## src/rtl/hazard_interlock_unit_if.sv

```systemverilog
// Hazard interlock bus: pipeline-stage hazard inputs and stall/flush outputs.
// master: pipeline side (drives the stage fields, receives the controls).
// slave:  hazard_interlock_unit (reads the stage fields, drives the controls).
// Parameters N (register count) and CNT_W (stall counter width) must match the
// values given to the hazard_interlock_unit instance bound to this interface.
interface hazard_interlock_unit_if #(
  parameter int unsigned N     = 32,
  parameter int unsigned CNT_W = 16
);
  localparam int unsigned IDX_W = $clog2(N);

  logic [IDX_W-1:0] rs_id;
  logic [IDX_W-1:0] rt_id;
  logic             uses_rt_id;
  logic             branch_id;
  logic             branch_taken_id;
  logic             hilo_read_id;
  logic             md_op_id;
  logic [IDX_W-1:0] write_reg_ex;
  logic             reg_write_ex;
  logic             mem_read_ex;
  logic             md_start_ex;
  logic [IDX_W-1:0] write_reg_mem;
  logic             mem_read_mem;
  logic             stat_clr;

  logic             pc_write;
  logic             ifid_write;
  logic             idex_bubble;
  logic             ifid_flush;
  logic             md_busy;
  logic             md_err;
  logic [CNT_W-1:0] stall_count;

  modport master (
    output rs_id, rt_id, uses_rt_id, branch_id, branch_taken_id, hilo_read_id,
           md_op_id, write_reg_ex, reg_write_ex, mem_read_ex, md_start_ex,
           write_reg_mem, mem_read_mem, stat_clr,
    input  pc_write, ifid_write, idex_bubble, ifid_flush, md_busy, md_err,
           stall_count
  );

  modport slave (
    input  rs_id, rt_id, uses_rt_id, branch_id, branch_taken_id, hilo_read_id,
           md_op_id, write_reg_ex, reg_write_ex, mem_read_ex, md_start_ex,
           write_reg_mem, mem_read_mem, stat_clr,
    output pc_write, ifid_write, idex_bubble, ifid_flush, md_busy, md_err,
           stall_count
  );
endinterface

```

## src/rtl/hazard_interlock_unit.sv

```systemverilog
// Stall/flush controller for the 5-stage MIPS pipeline. Covers hazards that
// EX-stage forwarding cannot resolve: load-use, ID-stage branch operands, and
// mfhi/mflo or MD ops issued while the multiply/divide unit is still busy.
// Ports:
//   clk   - pipeline clock, rising edge
//   rst_n - asynchronous reset, active low; freezes the pipeline while low
//   hif   - slave side of hazard_interlock_unit_if: stage fields in,
//           pc_write/ifid_write/idex_bubble/ifid_flush, md_busy, md_err
//           and stall_count out
module hazard_interlock_unit #(
  parameter int unsigned N          = 32,
  parameter int unsigned MD_LATENCY = 4,
  parameter int unsigned CNT_W      = 16
) (
  input  logic                    clk,
  input  logic                    rst_n,
  hazard_interlock_unit_if.slave  hif
);
  localparam int unsigned IDX_W = $clog2(N);
  localparam int unsigned MD_W  = $clog2(MD_LATENCY + 1);

  logic [MD_W-1:0]  mdCnt;
  logic             mdBusy;
  logic             mdErr;
  logic [CNT_W-1:0] stallCnt;

  logic rsHitEx, rtHitEx, rsHitMem, rtHitMem;
  logic loadUse, brHaz, mdHaz, stall;

  // Register 0 is hardwired to zero, so it never carries a dependency.
  function automatic logic regMatch(input logic [IDX_W-1:0] dst,
                                    input logic [IDX_W-1:0] src);
    return (dst != '0) && (dst == src);
  endfunction

  always_comb begin
    rsHitEx  = regMatch(hif.write_reg_ex, hif.rs_id);
    rtHitEx  = hif.uses_rt_id && regMatch(hif.write_reg_ex, hif.rt_id);
    rsHitMem = regMatch(hif.write_reg_mem, hif.rs_id);
    rtHitMem = hif.uses_rt_id && regMatch(hif.write_reg_mem, hif.rt_id);

    loadUse  = hif.mem_read_ex && (rsHitEx || rtHitEx);
    // Branches compare in ID, so even an ALU result in EX is too late, and a
    // load in MEM only delivers its data in WB.
    brHaz    = hif.branch_id &&
               ((hif.reg_write_ex && (rsHitEx || rtHitEx)) ||
                (hif.mem_read_mem && (rsHitMem || rtHitMem)));
    mdHaz    = mdBusy && (hif.hilo_read_id || hif.md_op_id);
    stall    = loadUse || brHaz || mdHaz;
  end

  assign mdBusy = (mdCnt != '0);

  // rst_n gates the controls directly so the pipeline freezes the instant
  // reset asserts, without waiting for a clock edge.
  assign hif.pc_write    = rst_n && !stall;
  assign hif.ifid_write  = rst_n && !stall;
  assign hif.idex_bubble = !rst_n || stall;
  assign hif.ifid_flush  = rst_n && hif.branch_taken_id && !stall;
  assign hif.md_busy     = mdBusy;
  assign hif.md_err      = mdErr;
  assign hif.stall_count = stallCnt;

  always_ff @(posedge clk or negedge rst_n) begin
    if (!rst_n) begin
      mdCnt <= '0;
      mdErr <= 1'b0;
    end else begin
      if (hif.md_start_ex && !mdBusy) begin
        mdCnt <= MD_W'(MD_LATENCY);
      end else if (mdBusy) begin
        mdCnt <= mdCnt - 1'b1;
      end
      if (hif.md_start_ex && mdBusy) begin
        mdErr <= 1'b1;
      end
    end
  end

  always_ff @(posedge clk or negedge rst_n) begin
    if (!rst_n) begin
      stallCnt <= '0;
    end else if (hif.stat_clr) begin
      stallCnt <= '0;
    end else if (stall && (stallCnt != '1)) begin
      stallCnt <= stallCnt + 1'b1;
    end
  end
endmodule
```

## src/flat_wrapper.sv

```systemverilog
// flat-port wrapper written by rule: the top's interface ports become plain ports
module hazard_interlock_unit_flat 
#(
  parameter int unsigned N          = 32,
  parameter int unsigned MD_LATENCY = 4,
  parameter int unsigned CNT_W      = 16
)
  (clk, rst_n, hif_rs_id, hif_rt_id, hif_uses_rt_id, hif_branch_id, hif_branch_taken_id, hif_hilo_read_id, hif_md_op_id, hif_write_reg_ex, hif_reg_write_ex, hif_mem_read_ex, hif_md_start_ex, hif_write_reg_mem, hif_mem_read_mem, hif_stat_clr, hif_pc_write, hif_ifid_write, hif_idex_bubble, hif_ifid_flush, hif_md_busy, hif_md_err, hif_stall_count);
  hazard_interlock_unit_if #(.N(N), .CNT_W(CNT_W)) hif_i ();
  input  logic clk;
  input  logic rst_n;
  input wire logic [$bits(hif_i.rs_id)-1:0] hif_rs_id;
  input wire logic [$bits(hif_i.rt_id)-1:0] hif_rt_id;
  input wire logic [$bits(hif_i.uses_rt_id)-1:0] hif_uses_rt_id;
  input wire logic [$bits(hif_i.branch_id)-1:0] hif_branch_id;
  input wire logic [$bits(hif_i.branch_taken_id)-1:0] hif_branch_taken_id;
  input wire logic [$bits(hif_i.hilo_read_id)-1:0] hif_hilo_read_id;
  input wire logic [$bits(hif_i.md_op_id)-1:0] hif_md_op_id;
  input wire logic [$bits(hif_i.write_reg_ex)-1:0] hif_write_reg_ex;
  input wire logic [$bits(hif_i.reg_write_ex)-1:0] hif_reg_write_ex;
  input wire logic [$bits(hif_i.mem_read_ex)-1:0] hif_mem_read_ex;
  input wire logic [$bits(hif_i.md_start_ex)-1:0] hif_md_start_ex;
  input wire logic [$bits(hif_i.write_reg_mem)-1:0] hif_write_reg_mem;
  input wire logic [$bits(hif_i.mem_read_mem)-1:0] hif_mem_read_mem;
  input wire logic [$bits(hif_i.stat_clr)-1:0] hif_stat_clr;
  output wire logic [$bits(hif_i.pc_write)-1:0] hif_pc_write;
  output wire logic [$bits(hif_i.ifid_write)-1:0] hif_ifid_write;
  output wire logic [$bits(hif_i.idex_bubble)-1:0] hif_idex_bubble;
  output wire logic [$bits(hif_i.ifid_flush)-1:0] hif_ifid_flush;
  output wire logic [$bits(hif_i.md_busy)-1:0] hif_md_busy;
  output wire logic [$bits(hif_i.md_err)-1:0] hif_md_err;
  output wire logic [$bits(hif_i.stall_count)-1:0] hif_stall_count;
  assign hif_i.rs_id = hif_rs_id;
  assign hif_i.rt_id = hif_rt_id;
  assign hif_i.uses_rt_id = hif_uses_rt_id;
  assign hif_i.branch_id = hif_branch_id;
  assign hif_i.branch_taken_id = hif_branch_taken_id;
  assign hif_i.hilo_read_id = hif_hilo_read_id;
  assign hif_i.md_op_id = hif_md_op_id;
  assign hif_i.write_reg_ex = hif_write_reg_ex;
  assign hif_i.reg_write_ex = hif_reg_write_ex;
  assign hif_i.mem_read_ex = hif_mem_read_ex;
  assign hif_i.md_start_ex = hif_md_start_ex;
  assign hif_i.write_reg_mem = hif_write_reg_mem;
  assign hif_i.mem_read_mem = hif_mem_read_mem;
  assign hif_i.stat_clr = hif_stat_clr;
  assign hif_pc_write = hif_i.pc_write;
  assign hif_ifid_write = hif_i.ifid_write;
  assign hif_idex_bubble = hif_i.idex_bubble;
  assign hif_ifid_flush = hif_i.ifid_flush;
  assign hif_md_busy = hif_i.md_busy;
  assign hif_md_err = hif_i.md_err;
  assign hif_stall_count = hif_i.stall_count;
  hazard_interlock_unit #(.N(N), .MD_LATENCY(MD_LATENCY), .CNT_W(CNT_W)) u_core (.clk(clk), .rst_n(rst_n), .hif(hif_i));
endmodule
```

## config.mk

```make
export PLATFORM = sky130hd
export DESIGN_NAME = hazard_interlock_unit_flat
export DESIGN_NICKNAME = d
export VERILOG_FILES = /design/src/rtl/hazard_interlock_unit_if.sv /design/src/rtl/hazard_interlock_unit.sv /design/src/flat_wrapper.sv
export SDC_FILE = /design/constraint.sdc
export NUM_CORES = 1
export LEC_CHECK = 0
export ABC_AREA = 1
export CORE_MARGIN = 4
export CORE_UTILIZATION = 30
export DETAILED_ROUTE_END_ITERATION = 6
export PLACE_DENSITY = 0.63
export SLEW_MARGIN = 5
export SYNTH_ARGS = -nofsm -noshare
export SYNTH_HDL_FRONTEND = slang
export SYNTH_SLANG_ARGS = --single-unit
```

## constraint.sdc

```tcl
create_clock -name clk -period 1.5 [get_ports clk]
set_input_delay 0.225 -clock clk [delete_from_list [all_inputs] [get_ports clk]]
set_output_delay 0.225 -clock clk [all_outputs]
set_load 0.01 [all_outputs]
```

==> reports/results.ini, run 1 <==
[status]
status = finished with violations
violations = negative setup slack

[layout]
fillers = 566
final_nets = 390
design_area_sq_um = 2750
antenna_cells = 0
seq_area_sq_um = 504
instances_no_fill = 426
drive_above_1_share_pct = 24.0
area_delta_synth_final_pct = 61.6
multiInputGateArea_sq_um = 1090

[routing]
routed_wl_um = 4950
wl_per_cell_um = 11.6
drt-initial-drc-count = 110
drt-pass1-iter-count = 4
via_count = 1927
drcViolationCount = 0
routed_via_density = 4.52
final_antenna_net_count = 0

[power]
seqPwrFrac_pct = 32.4
internal_power_mw = 1.29
p_clk_share_pct = 21.0
p_sw_share_pct = 34.8
max-vdd-ir-drop_mv = 0.434
netSwitchingPower_mw = 0.691
leakagePower_nw = 1.58
p_per_area_nw_per_um2 = 722
combPwrFrac_pct = 46.6
total_power_mw = 1.99

[cts]
path_clk_slew_ns = 0.08
clock_sinks = 20
cts_tree = yes
clockBufferDepth = 2
cts_htree_levels = 1
cts.root.buffer_cell = clkbuf_8
cts_buffers = 3
worstSkewPairLatency_ns = 0.26

[yosys]
yosysTopAreaCell = dfrtp_1
synth_compound_area_share_pct = 4.26
ys_top_cells_by_area = dfrtp_1 29%, nand2_1 19%, inv_1 9.0%, nand3_1 8.8%, nand4_1 6.6%
synth_xor_area_share_pct = 6.69
synth.avg_cell_area_sq_um = 6.45
synth_area_sq_um = 1700
yosysWarnings = 0
yosysSeqAreaShare_pct = 29.4
synthSimpleGateAreaFrac_pct = 45.0
synth.distinct_cells = 30
synthAdderAreaFrac_pct = 2.20
yosysMostFrequentCell = nand2_1
yosys_register_bits = 20
synth_edf_count = 0
synth_top_area_share_pct = 29.4
synth_mux_area_share_pct = 0
synth_top_family_by_area = simple AND/OR/NAND/NOR gates
ys_top_cells_by_count = 84 x nand2_1, 41 x inv_1, 30 x nand3_1
synth_cells = 264
synth_flop_cell = dfrtp_1
synthArstFlopShare_pct = 100
syn_nets = 299

[sta]
drv_slew = 0
maxSlewHeadroom_pct = 83.6
fin_crit_sh_pct = 111
timing.fmax_ghz = 0.598
worst_pin_slew_ns = 0.246
tns_ns = -2.70
finalSetupViolations = 20
min_period_ns = 1.67
hold_viol = 0
skew_ns = 0.00185
setup_ws_ns = -0.171
rsz0062_at_grt = true
hold_ws_ns = 0.451

[worst_setup_path]
cp_slowest_cell = dfrtp_1
critPathCaptureType = primary output
crit_type = reg -> out
cp.required_ns = 1.27
cp-start-kind = flip-flop
endpoint = hif_ifid_flush
crit_buf_inv = 4
r2r_start = u_core.hif.stall_count[0]
rrSetupSlack_ns = -0.16
cpLargestDelayFamily = flip-flops
slowest_delay_ns = 0.39
cp_common_cell = inv_2
path_cells = inv_2 > ha_4 > inv_2 > nor2_4 > inv_2 > o21ai_4 > nand3_4 > nor2_4 > buf_6
critPathMaxFanout = 3
crit_path_start = u_core.mdCnt[0]
arrival_ns = 1.45
cp_num_cells = 9
worstReg2RegEnd = u_core.hif.stall_count[15]
ff2ff_path_depth = 8

[die]
die_area_sq_um = 6950
start_util_pct = 30.9
die_height_um = 83.3
row_count = 27
die_w_um = 83.3
core_area_sq_um = 5510
num_io_pins = 54

[placement]
gp_congestion = 0.884
io_buffers = 53
dpl.cell_count = 414
placed_cell_area_sq_um = 2560
post-dp-hpwl_um = 3780

[global_routing]
grt_pass1_wl_um = 8130
grt_pass1_vias = 1837
grt_usage_pct = 13.8
gr-total-overflow = 0
grt_max_degree = 21
antenna_found_initial = 0

[job]
cap_violations = 0

[worst_hold_path]
hold_class = in -> async

==> cell families (layout without fill, tap and decap cells) <==
logic type,after synthesis,after routing
and+or+nand+nor,164,165
AOI/OAI and AO/OA,12,12
DFF,20,20
adders and majority gates,3,3
xor gates and xnor gates,13,13
buffers and inverters,52,141
==> metrics by stage <==
stage,setup slack [ns],utilization [%]
after floorplan,-0.138,-
after global placement,-0.712,46.4
after detailed placement,-0.716,46.4
after CTS,-0.203,48.2
after global routing,-0.280,50.0
final,-0.171,50.0
==> per-layer routing <==
metal | GRT usage, % | up-vias | wire (um) | share of wire [%]
li1 | - | 1021 | - | -
met1 | 17.6 | 865 | 2250 | 45
met2 | 24.1 | 37 | 2460 | 50
met3 | 2.28 | 4 | 206 | 4.2
met4 | 3.12 | 0 | 38 | 0.77
met5 | 0 | - | 0 | 0
==> worst min path at each step <==
stage / start / endpoint / slack (ns) / depth (start not counted)
detailed placement: u_core.hif.md_err / u_core.hif.md_err / 0.45 / 1
finish: rst_n / u_core.hif.stall_count[15] / 0.45 / 2
global route: rst_n / u_core.hif.stall_count[11] / 0.47 / 2
global placement: u_core.hif.md_err / u_core.hif.md_err / 0.45 / 1
floorplan: rst_n / u_core.hif.md_err / -0.07 / 0
CTS: rst_n / u_core.hif.stall_count[9] / 0.47 / 2
==> registers in the layout (all words and copies together), names as in the netlist <==
| register | cells |
|---|---|
| u_core.mdCnt | 3 |
| u_core.hif.stall_count | 16 |
| u_core.hif.md_err | 1 |
==> final cells by class <==
type | count | share of cell area [%]
multi-input combinational | 193 | 39.5
timing repair buffer | 93 | 30.9
sequential | 20 | 18.3
inverter | 44 | 6.00
tap | 72 | 3.27
clock buffer | 4 | 2.00
==> power groups by stage <==
stage	logic, mW	clock network (mW)	registers [mW]
after global routing	1.02	0.449	0.648
after global placement	0.817	0	0.645
after floorplan	0.425	0	0.667
final	0.926	0.417	0.643
after detailed placement	0.828	0	0.648
after CTS	0.906	0.429	0.644
==> cell usage in the layout, fill, tap and decap left out, types with 2 or more instances in the layout <==
cell type	count
buf_12	2
dfrtp_2	3
nand2_1	81
nor2_1	17
buf_4	35
inv_1	33
buf_6	6
xnor2_1	5
clkbuf_8	4
nor2_2	3
o22ai_1	2
o21ai_0	3
nand3_1	29
nor3_1	2
dlymetal6s2s_1	3
clkdlybuf4s50_1	14
xor2_1	8
dlygate4sd2_1	31
nand3_4	2
nor2_4	4
dfrtp_1	17
o21bai_1	2
nand4_1	18
nand2_2	4
inv_2	11
==> repair_timing <==
item,in CTS,in global routing
cloned,0,2
gates resized for setup,75,10
pin swaps,18,19
endpoints found under the setup margin,34,25
hold buffers,0,0
setup buffers,3,5
Power figures use the tool's default switching activity.
==> run 2, diff against run 1 <==
CORE_ASPECT_RATIO = 1.5   (was default)
CORE_MARGIN = default   (was 4)
HOLD_SLACK_MARGIN = 0.08   (was default)
==> reports/results.ini, run 2 (synthesis results as in run 1) <==
[cts]
cts_htree_levels = 1  ; unchanged
clockBufferDepth = 2  ; unchanged
cts_tree = yes
cts_buffers = 3  ; unchanged
ctsHoldBuffers = 0  ; unchanged
path_clk_slew_ns = 0.07  ; about the same
cts.root.buffer_cell = clkbuf_8
clock_sinks = 20  ; unchanged
worstSkewPairLatency_ns = 0.27  ; about the same

[placement]
post-dp-hpwl_um = 3980  ; +5.2%
io_buffers = 53  ; unchanged
placed_cell_area_sq_um = 2530  ; -0.88%
gp_congestion = 0.891  ; +0.83%

[routing]
drcViolationCount = 0  ; unchanged
final_antenna_net_count = 0  ; unchanged
drt-pass1-iter-count = 4  ; unchanged
via_count = 2026  ; +5.1%
wl_per_cell_um = 12.3  ; +5.8%
routed_via_density = 4.70  ; +3.9%
routed_wl_um = 5300  ; +7.1%
drt-initial-drc-count = 73  ; -34%

[layout]
layout_commonest_cell = nand2_1
final_nets = 398  ; +2.1%
area_delta_synth_final_pct = 65.8
drive_above_1_share_pct = 26.0  ; +2.0 points
mostFrequentLayoutCells = 82 x nand2_1, 42 x buf_4, 33 x inv_1, 27 x nand3_1, 27 x dlygate4sd2_1
antenna_cells = 0  ; unchanged
design_area_sq_um = 2820  ; +2.6%
largest_reg_flops = 16  ; unchanged

[global_routing]
gr-total-overflow = 0  ; unchanged
grt_usage_pct = 18.8  ; +5.0 points
grt_pass1_vias = 1977  ; +7.6%
antenna_found_initial = 0  ; unchanged
grt_max_degree = 23  ; +9.5%
grt_pass1_wl_um = 8780  ; +8.1%

[die]
die_area_sq_um = 5990  ; -14%
start_util_pct = 31.2  ; +0.32 points
row_count = 33  ; +22%
die_w_um = 63.5  ; -24%
core_area_sq_um = 5450  ; -1.0%
die_height_um = 94.3  ; +13%
num_io_pins = 54  ; unchanged

[worst_setup_path]
cp-start-kind = flip-flop
crit_type = reg -> out
arrival_ns = 1.48  ; +0.03 ns
critPathCaptureType = primary output
critPathMaxFanout = 2  ; -1
cp.required_ns = 1.27  ; about the same

[sta]
rsz0062_at_grt = true
setup_ws_ns = -0.202  ; -0.0309 ns
min_period_ns = 1.70  ; +0.0309 ns
tns_ns = -1.35  ; +1.35 ns
worst_pin_slew_ns = 0.361  ; +0.116 ns
fin_crit_sh_pct = 113  ; +2.1 points
finalSetupViolations = 21  ; +5.0%
skew_ns = 0.00366  ; +0.00181 ns
drv_slew = 0  ; unchanged
timing.fmax_ghz = 0.588  ; -1.8%
maxSlewHeadroom_pct = 75.8  ; -7.8 points
hold_viol = 0  ; unchanged

[power]
combPwrFrac_pct = 53.3  ; +6.7 points
p_per_area_nw_per_um2 = 766  ; +6.2%
p_sw_share_pct = 34.6  ; -0.21 points
netSwitchingPower_mw = 0.748  ; +8.3%
leakagePower_nw = 1.63  ; +2.9%
p_clk_share_pct = 16.9  ; -4.1 points
internal_power_mw = 1.41  ; +9.3%
max-vdd-ir-drop_mv = 0.618  ; +42%
seqPwrFrac_pct = 29.8  ; -2.6 points

[job]
cap_violations = 0  ; unchanged

[worst_hold_path]
hold_class = in -> async

[status]
status = finished with violations
violations = negative setup slack

run 2: changes by cell type in the layout (fill, tap and decap cells not counted), sizes merged:
cell           before  now
buf                44   54
dlygate4sd2        31   27
clkbuf              5    3
clkdlybuf4s50      14   16
dlymetal6s2s        3    5
nand2              87   86
run 2: what timing repair did:
item	CTS	global route
setup endpoints to repair	32	28
gates resized for setup	80	10
pin swaps	34	10
setup buffers	11	7
run 2: path summary, 6_finish.rpt:
kind | cells after the start | slack, ns | start | endpoint
worst max-delay path | 9 | -0.20 | u_core.mdCnt[0] | hif_ifid_write
worst min-delay path | 2 | 0.42 | rst_n | u_core.hif.stall_count[11]
worst max register to register | 8 | -0.05 | u_core.hif.stall_count[0] | u_core.hif.stall_count[7]
worst min register to register | 1 | 0.47 | u_core.hif.md_err | u_core.hif.md_err
max in group asynchronous | 2 | 0.87 | rst_n | u_core.hif.stall_count[15]
min in group clk | 1 | 0.47 | u_core.hif.md_err | u_core.hif.md_err
run 2: layout make-up:
class / count / area [sq um]
clock buffers: 3 / 41.3
multi-input cells: 192 / 1090
repair buffers: 102 / 933
well taps: 70 / 87.6
inverters: 44 / 165
flip-flops and latches: 20 / 504
fillers: 566 / 2630
run 2: critical path, stage by stage, from the launching register on:
cell	delay [ns]
dfrtp_1	0.39
inv_2	0.08
ha_4	0.13
inv_2	0.04
nor2_4	0.08
inv_2	0.05
o21ai_4	0.07
nand4_1	0.15
inv_2	0.10
buf_6	0.10
run 2: power by group through the flow:
stage	Combinational (mW)	Clock, mW	Sequential [mW]
4_1_cts	1.12	0.373	0.644
6_report	1.15	0.365	0.645
2_1_floorplan	0.425	0	0.667
3_5_place_dp	0.872	0	0.651
5_1_grt	1.28	0.388	0.650
3_3_place_gp	0.854	0	0.647
run 2: stage by stage:
stage	std cells	hold WS [ns]	util [%]	setup WS, ns	total power, mW
CTS	425	0.437	50.4	-0.211	2.14
detailed placement	411	0.457	46.5	-0.734	1.52
global route	431	0.448	51.8	-0.278	2.31
global placement	411	0.442	46.5	-0.758	1.50
floorplan	264	-0.0706	-	-0.138	1.09
finish	431	0.424	51.8	-0.202	2.16
run 2: metal layers:
layer | wire (um) | vias up | track usage (%)
met5 | 0 | - | 0
met4 | 129 | 0 | 8.14
met3 | 170 | 9 | 1.46
met2 | 2930 | 56 | 37.5
met1 | 2070 | 922 | 19.3
li1 | - | 1039 | -
==> run 3, diff against run 2 <==
CORE_MARGIN = 2   (was default)
SKIP_LAST_GASP = 1   (was default)
==> reports/results.ini, run 3 (synthesis results as in run 1) <==
[sta]
skew_ns = 0.00525  ; +0.00159 ns
drv_slew = 0  ; unchanged
maxSlewHeadroom_pct = 75.2  ; -0.61 points
min_period_ns = 1.68  ; -0.0257 ns
fin_crit_sh_pct = 112  ; -1.7 points
timing.fmax_ghz = 0.597  ; +1.5%
finalSetupViolations = 21  ; unchanged
worst_pin_slew_ns = 0.370  ; +0.00914 ns
setup_ws_ns = -0.176  ; +0.0257 ns
hold_viol = 0  ; unchanged
rsz0062_at_grt = true

[routing]
final_antenna_net_count = 0  ; unchanged
via_count = 2051  ; +1.2%
routed_wl_um = 5450  ; +2.7%
drt-initial-drc-count = 85  ; +16%
drt-pass1-iter-count = 4  ; unchanged
wl_per_cell_um = 12.7  ; +2.9%
drcViolationCount = 0  ; unchanged
routed_via_density = 4.77  ; +1.5%

[layout]
antenna_cells = 0  ; unchanged
drive_above_1_share_pct = 28.9  ; +2.9 points
multiInputGateArea_sq_um = 1160  ; +6.5%
postLayoutCoreUtil_pct = 53.0  ; +1.2 points
fillers = 532  ; -6.0%
seq_area_sq_um = 505  ; +0.25%
area_delta_synth_final_pct = 71.0
final_nets = 396  ; -0.50%
layout_commonest_cell = nand2_1
mostFrequentLayoutCells = 81 x nand2_1, 36 x buf_4, 33 x inv_1, 28 x dlygate4sd2_1, 19 x nor2_1
largest_reg_flops = 16  ; unchanged

[power]
leakagePower_nw = 1.60  ; -1.6%
total_power_mw = 2.23  ; +3.2%
p_per_area_nw_per_um2 = 767  ; about the same
max-vdd-ir-drop_mv = 0.574  ; -7.2%

[worst_setup_path]
arrival_ns = 1.45  ; -0.03 ns
ff2ff_path_depth = 9  ; +1
rrSetupSlack_ns = -0.16  ; -0.11 ns
cp-start-kind = flip-flop
cp.required_ns = 1.27  ; about the same
slowest_delay_ns = 0.39  ; about the same
critPathCaptureType = primary output
crit_path_start = u_core.mdCnt[0]
cp_slowest_cell = dfrtp_1
path_cells = inv_2 > ha_4 > inv_2 > nor2_4 > inv_2 > o21ai_4 > nand4_1 > inv_2 > buf_6
r2r_start = u_core.hif.stall_count[0]
endpoint = hif_pc_write
crit_type = reg -> out
worstReg2RegEnd = u_core.hif.stall_count[8]
cp_common_cell = inv_2
critPathMaxFanout = 2  ; unchanged

[die]
num_io_pins = 54  ; unchanged
die_w_um = 65.5  ; +3.1%
row_count = 33  ; unchanged
core_area_sq_um = 5490  ; +0.76%
start_util_pct = 31.0  ; -0.23 points
die_height_um = 96.3  ; +2.1%
die_area_sq_um = 6310  ; +5.3%

[worst_hold_path]
hold_class = in -> async

[cts]
clockBufferDepth = 2  ; unchanged
cts_htree_levels = 1  ; unchanged
cts_tree = yes
worstSkewPairLatency_ns = 0.26  ; about the same
ctsHoldBuffers = 0  ; unchanged
cts.root.buffer_cell = clkbuf_8
path_clk_slew_ns = 0.08  ; about the same
clock_sinks = 20  ; unchanged
cts_buffers = 3  ; unchanged

[placement]
gp_congestion = 0.892  ; +0.12%
post-dp-hpwl_um = 3920  ; -1.6%
dp_slack_ns = -0.718  ; +0.0158 ns
io_buffers = 53  ; unchanged

[global_routing]
gr-total-overflow = 0  ; unchanged
grt_usage_pct = 18.0  ; -0.79 points
grt_pass1_wl_um = 8810  ; +0.32%
grt_pass1_vias = 1981  ; +0.20%
antenna_found_initial = 0  ; unchanged
grt_max_degree = 21  ; -8.7%

[status]
violations = negative setup slack
status = finished with violations

[job]
cap_violations = 0  ; unchanged

## run 3: cell types whose count changed in the layout (fill, tap and decap cells not counted), moves of 2 or more
cell	change
buf_16	+2
buf_4	-6
buf_6	+3
dlymetal6s2s_1	-2
nand3_1	-13
nand3_2	+13
nor2_1	+2
nor2_2	-2
## run 3: repair_timing
item | 4_1_cts | 5_1_grt
setup endpoints to repair | 31 | 28
setup buffers | 6 | 4
gates resized for setup | 78 | 24
pin swaps | 8 | 11
gates cloned | 3 | 0
## run 3: stage by stage
stage / setup TNS [ns] / hold WS (ns) / instances / cell area, sq um
3_5_place_dp: -13.03 / 0.454 / 413 / 2560
2_1_floorplan: -1.95 / -0.0706 / 264 / 1740
6_report: -2.82 / 0.418 / 430 / 2910
4_1_cts: -2.05 / 0.426 / 426 / 2790
5_1_grt: -4.87 / 0.451 / 430 / 2910
3_3_place_gp: -13.39 / 0.448 / 413 / 2560
## run 3: per-layer routing
| layer | global-route usage [%] | share of wire (%) |
|---|---|---|
| met4 | 5.21 | 2.4 |
| met2 | 35.4 | 55 |
| met1 | 19.7 | 38 |
| met3 | 2.22 | 4.7 |
| met5 | 0 | 0 |
## run 3: how the worst min path moves through the flow
stage,start,endpoint,slack (ns),cells after the start
after floorplan,rst_n,u_core.hif.md_err,-0.07,0
after global placement,u_core.hif.md_err,u_core.hif.md_err,0.45,1
after detailed placement,u_core.hif.md_err,u_core.hif.md_err,0.45,1
after CTS,rst_n,u_core.hif.stall_count[10],0.43,2
after global routing,rst_n,u_core.hif.md_err,0.45,2
final,rst_n,u_core.hif.stall_count[6],0.42,2
## run 3: final cells by class
class / count / share of cell area [%]
Multi-Input combinational cell: 193 / 39.9
Sequential cell: 20 / 17.4
Clock buffer: 4 / 1.89
Timing Repair Buffer: 99 / 32.1
Inverter: 44 / 5.67
Tap cell: 70 / 3.01
## run 3: critical path, delay by kind of cell (launching register included)
kind / cells / cell delay, ns
fa+ha+maj: 1 / 0.14
flops: 1 / 0.39
compound gates: 1 / 0.07
simple gates: 2 / 0.21
buf+inv: 5 / 0.38
## run 3: power breakdown
part           internal (mW)  total, mW  switching, mW
clock                  0.234      0.421          0.187
combinational          0.610       1.17          0.556
sequential             0.603      0.645         0.0418
total                   1.45       2.23          0.785
